## src/rtl/sct_pkg.sv

```systemverilog
// Shared types and helpers for the sct registered counter slice.
package sct_pkg;

  typedef enum logic [1:0] {
    ST_IDLE = 2'd0,
    ST_RUN  = 2'd1,
    ST_DONE = 2'd2
  } state_t;

  // Terminal count for a given direction: all-ones when counting up, zero when counting down.
  function automatic logic [31:0] term_val(input logic dir, input int width);
    logic [31:0] ones;
    ones = '1;
    return dir ? (ones >> (32 - width)) : 32'd0;
  endfunction

endpackage

```

## src/rtl/sct_cnt_next.sv

```systemverilog
// Combinational next-count slice: step up/down modulo 2^WIDTH, flag terminal count.
module sct_cnt_next
  import sct_pkg::*;
#(
  parameter int WIDTH = 8
) (
  input  logic [WIDTH-1:0] cnt,
  input  logic             dir,
  input  logic             wrap,
  output logic [WIDTH-1:0] nxt,
  output logic             at_term
);

  logic [WIDTH-1:0] term;

  assign term    = WIDTH'(term_val(dir, WIDTH));
  assign at_term = (cnt == term);

  // Natural modulo arithmetic gives the wrap (max->0 up, 0->max down); stop mode holds.
  always_comb begin
    nxt = cnt;
    if (!(at_term && !wrap))
      nxt = dir ? cnt + WIDTH'(1) : cnt - WIDTH'(1);
  end

endmodule

```

## src/rtl/sct_counter_seq.sv

```systemverilog
// Registered WIDTH-bit counter with clear/load/enable, up/down, wrap-or-stop,
// sequenced by an IDLE/RUN/DONE FSM. All outputs come straight from flops.
module sct_counter_seq
  import sct_pkg::*;
#(
  parameter int WIDTH    = 8,
  parameter int INIT_VAL = 0
) (
  input  logic             clk_pad,
  input  logic             rst_n_pad,
  input  logic             en_pad,
  input  logic             clr_pad,
  input  logic             ld_pad,
  input  logic [WIDTH-1:0] ld_val_pad,
  input  logic             dir_pad,
  input  logic             wrap_pad,
  output logic [WIDTH-1:0] cnt_pad,
  output logic             tc_pad,
  output logic             busy_pad,
  output logic             done_pad
);

  localparam logic [WIDTH-1:0] INIT_V = WIDTH'(INIT_VAL);

  state_t           state, state_nxt;
  logic [WIDTH-1:0] cnt_d, cnt_step;
  logic             at_term, tc_d, busy_d, done_d;

  sct_cnt_next #(.WIDTH(WIDTH)) u_next (
    .cnt     (cnt_pad),
    .dir     (dir_pad),
    .wrap    (wrap_pad),
    .nxt     (cnt_step),
    .at_term (at_term)
  );

  always_ff @(posedge clk_pad or negedge rst_n_pad) begin
    if (!rst_n_pad) state <= ST_IDLE;
    else            state <= state_nxt;
  end

  // Clear beats load beats counting, in every state.
  always_comb begin
    state_nxt = state;
    cnt_d     = cnt_pad;
    tc_d      = 1'b0;
    if (clr_pad) begin
      state_nxt = ST_IDLE;
      cnt_d     = INIT_V;
    end else if (ld_pad) begin
      state_nxt = ST_IDLE;
      cnt_d     = ld_val_pad;
    end else begin
      case (state)
        ST_IDLE: if (en_pad) state_nxt = ST_RUN;
        ST_RUN: if (en_pad) begin
          cnt_d = cnt_step;
          if (at_term) begin
            tc_d = 1'b1;
            if (!wrap_pad) state_nxt = ST_DONE;
          end
        end
        ST_DONE: state_nxt = ST_DONE;
        default: state_nxt = ST_IDLE;
      endcase
    end
  end

  always_comb begin
    busy_d = (state_nxt == ST_RUN);
    done_d = (state_nxt == ST_DONE);
  end

  always_ff @(posedge clk_pad or negedge rst_n_pad) begin
    if (!rst_n_pad) begin
      cnt_pad  <= INIT_V;
      tc_pad   <= 1'b0;
      busy_pad <= 1'b0;
      done_pad <= 1'b0;
    end else begin
      cnt_pad  <= cnt_d;
      tc_pad   <= tc_d;
      busy_pad <= busy_d;
      done_pad <= done_d;
    end
  end

endmodule

```

## config.mk

```make
export PLATFORM = sky130hd
export DESIGN_NAME = sct_counter_seq
export DESIGN_NICKNAME = d
export VERILOG_FILES = /design/src/rtl/sct_pkg.sv /design/src/rtl/sct_cnt_next.sv /design/src/rtl/sct_counter_seq.sv
export SDC_FILE = /design/constraint.sdc
export NUM_CORES = 1
export LEC_CHECK = 0
export CELL_PAD_IN_SITES_DETAIL_PLACEMENT = 0
export CELL_PAD_IN_SITES_GLOBAL_PLACEMENT = 2
export CORE_UTILIZATION = 30
export DETAILED_ROUTE_END_ITERATION = 8
export PLACE_DENSITY_LB_ADDON = 0.1
export REMOVE_ABC_BUFFERS = 1
export SYNTH_ARGS = -nofsm -noshare
export SYNTH_HDL_FRONTEND = slang
export SYNTH_SLANG_ARGS = --single-unit
```

## constraint.sdc

```tcl
create_clock -name clk_pad -period 2.6 [get_ports clk_pad]
set_input_delay 0.26 -clock clk_pad [delete_from_list [all_inputs] [get_ports clk_pad]]
set_output_delay 0.26 -clock clk_pad [all_outputs]
set_load 0.005 [all_outputs]
```

==> metrics.md <==
| Metric | Value |
|---|---|
| Status | finished clean |
| Vias | 806 |
| Top cell type's share of synthesized area | 36.8% |
| RSZ-0062 raised after global routing | no |
| Max_cap viols | 0 |
| Worst EP arrival | 2480 ps |
| Worst path slowest cell | clkdlybuf4s50_1 |
| Initial antenna violation count | 0 |
| Post-Synth Simple-Gate Area | 20.9% |
| CTS root buffer | clkbuf_4 |
| Starting Density | 31.8% |
| Routability congestion estimate from global placement | 0.781 |
| Fin cells | 150 |
| Vias per cell | 5.37 |
| I/O Buffers | 25 |
| # diodes | 0 |
| Width of the die | 56.3 µm |
| Crit path launch type | input port |
| Drt wl/cell | 14.6 µm |
| Tmin final | 2290 ps |
| WS Path Type | input port to register |
| Die Y | 56.3 µm |
| Cell breakdown of the critical path | clkdlybuf4s50_1 > inv_1 > ha_1 > nand4_1 > a2111oi_4 > or2_1 > nor3_2 > nor4_2 |
| WP depth | 8 |
| Synthesized area | 885 µm² |
| FF-to-FF End | cnt_pad[1] |
| Worst Max-Slew Pin Slew | 657 ps |
| CTS Hold Bufs | 0 |
| Clock transition at the registers of the reported paths | 90 ps |
| Die area | 3170 µm² |
| Hold Fails Final Rpt | 0 |
| Worst Path Required | 2800 ps |
| Number of buffer and inverter stages on the critical path | 2 |
| WL final | 2190 µm |
| Residual DRC | 0 |
| DP Cell Count | 146 |
| CTS resizes | 0 |
| Power Dens Cells | 415 nW/µm² |
| Fillcell total | 281 |
| Rel. slew slack | 56.0% |
| CP top delay family | simple AND/OR/NAND/NOR gates |
| Clock sinks | 13 |
| Largest net degree at the start of global routing | 14 |
| Final Skew | 4.90 ps |
| Layout cell share with drive strength beyond 1 | 11.8% |
| Io pins | 26 |
| First-pass GRT wire length | 3550 µm |
| Fmax | 0.438 GHz |
| Final ANT Viol Nets | 0 |
| Lkg Pwr | 0.000491 µW |
| Overflow after GRT | 0 |
| Worst skew pair latency | 290 ps |
| Syn Inst Count | 89 |
| Post-CTS Setup Inserts | 0 |
| Sequential fraction of the synthesis area | 36.8% |
| Fin. max-slew vios | 0 |
| Ys async rst share | 100% |
| Yosys top cell by area | dfrtp_1 |
| Slowest cell delay on critical path | 480 ps |
| TritonCTS Buffers | 3 |
| Drt pass-1 iters | 4 |
| Row cnt | 19 |
| Total negative setup slack | 0 ps |
| Area of the multi-input gates | 533 µm² |
| Ys Warns | 0 |
| Mux contribution to synthesized area | 0% |
| Area growth syn-to-layout | 37.1% |
| Syn Area/Cell | 9.94 µm² |
| Total track usage | 15.0% |
| FF/Latch Area | 325 µm² |
| Core area | 2780 µm² |
| Top post-synthesis cells by area | dfrtp_1 (37%), ha_1 (8.5%), a32oi_1 (5.0%) |
| Max clock buf depth | 2 |
| NumNets Final | 142 |
| Top FF cell, synth | dfrtp_1 |
| Compound-Gate Fraction of Synth Area | 22.6% |
| Period utilisation layout | 87.9% |
| Max FO, Critical Path | 11 |
| Netlist cell types | 36 |
| Vias in the first global route | 758 |
| Worst r2r src | cnt_pad[2] |
| HP Class | input port to async pin |
| R2R depth | 6 |
| Setup crit start | dir_pad |
| Post-synth EDFFs | 0 |
| Post-Synth Adder-Cell Area | 10.7% |
| CTS tree | built |
| H-tree depth | 1 |
| Iter 0 DRT Violations | 16 |
| Worst VDD drop | 0.343 mV |
| Critical Path End | cnt_pad[1] |
| FF+latch count, synth | 13 |
| Dpl hpwl | 1650 µm |
| R2r setup slk | 570 ps |
| XOR/XNOR share of the synthesized area | 5.94% |
| Largest family of logic cells by synthesized area | compound AO/OA/AOI/OAI gates |
| Final setup viols | 0 |
| Crit end category | register |
per-stage QoR:
stage	power [µW]	util, %	area [µm²]	worst slack [ps]	hold WS (ps)
after global placement	374	42.6	1180	80.1	496
after floorplan	303	-	866	720	-35.6
after global routing	535	43.6	1210	133	427
after detailed placement	374	42.6	1180	12.6	494
after CTS	510	43.6	1210	308	400
final	503	43.6	1210	314	368
state kept, by name, indices dropped and copies added, names as in the netlist:
| name | cells |
|---|---|
| state | 2 |
| tc_pad | 1 |
| done_pad | 1 |
| busy_pad | 1 |
| cnt_pad | 8 |
layout by cell type, fill, tap and decap left out, types with 4 or more instances in the layout:
| cell type | Yosys | routed |
|---|---|---|
| a21oi_1 | 5 | 5 |
| xnor2_1 | 4 | 4 |
| buf_4 | 0 | 4 |
| dfrtp_1 | 13 | 13 |
| nand2_1 | 5 | 5 |
| o21ai_0 | 5 | 5 |
| ha_1 | 6 | 6 |
| a32oi_1 | 5 | 5 |
| nand3_1 | 6 | 6 |
| nor2_1 | 4 | 4 |
| clkdlybuf4s50_1 | 0 | 25 |
power by group:
part,internal (µW),switching [µW],leakage (µW)
Sequential,212,11.0,0.000175
Combinational,77.9,68.7,0.000299
Clock,57.2,76.9,0.0000177
Total,347,157,0.000491
worst min path at each step:
stage,end,slack (ps),cells after the start
2_1_floorplan,busy_pad,-40,0
3_3_place_gp,state[0],500,1
3_5_place_dp,busy_pad,490,1
4_1_cts,cnt_pad[6],400,1
5_1_grt,cnt_pad[6],430,1
6_report,cnt_pad[6],370,1
kinds of logic after synthesis:
family          after synthesis
flops                        13
xor+xnor                      6
fa+ha+maj                     7
buf+inv                       5
simple gates                 32
compound gates               26
cells in the mapped netlist, types with 3 or more instances:
| cell | n |
|---|---|
| a21oi_1 | 5 |
| a32oi_1 | 5 |
| dfrtp_1 | 13 |
| ha_1 | 6 |
| nand2_1 | 5 |
| nand3_1 | 6 |
| nor2_1 | 4 |
| nor3_1 | 3 |
| o21ai_0 | 5 |
| o31ai_1 | 3 |
| xnor2_1 | 4 |
cell type report:
class | instances | share of cell area (%)
clock buffer | 3 | 1.86
clock inverter | 1 | 0.413
inverter | 2 | 0.619
multi-input combinational | 71 | 44.0
sequential | 13 | 26.8
tap | 31 | 3.20
timing repair buffer | 29 | 23.1
routing by layer:
| layer | track usage, % | part of all wire [%] | routed length (µm) |
|---|---|---|---|
| met1 | 20.3 | 49 | 1070 |
| met2 | 23.0 | 44 | 960 |
| met4 | 3.14 | 0.78 | 17 |
| met5 | 0 | 0 | 0 |
| met3 | 5.53 | 6.3 | 139 |
(Power assumes the default switching activity.)
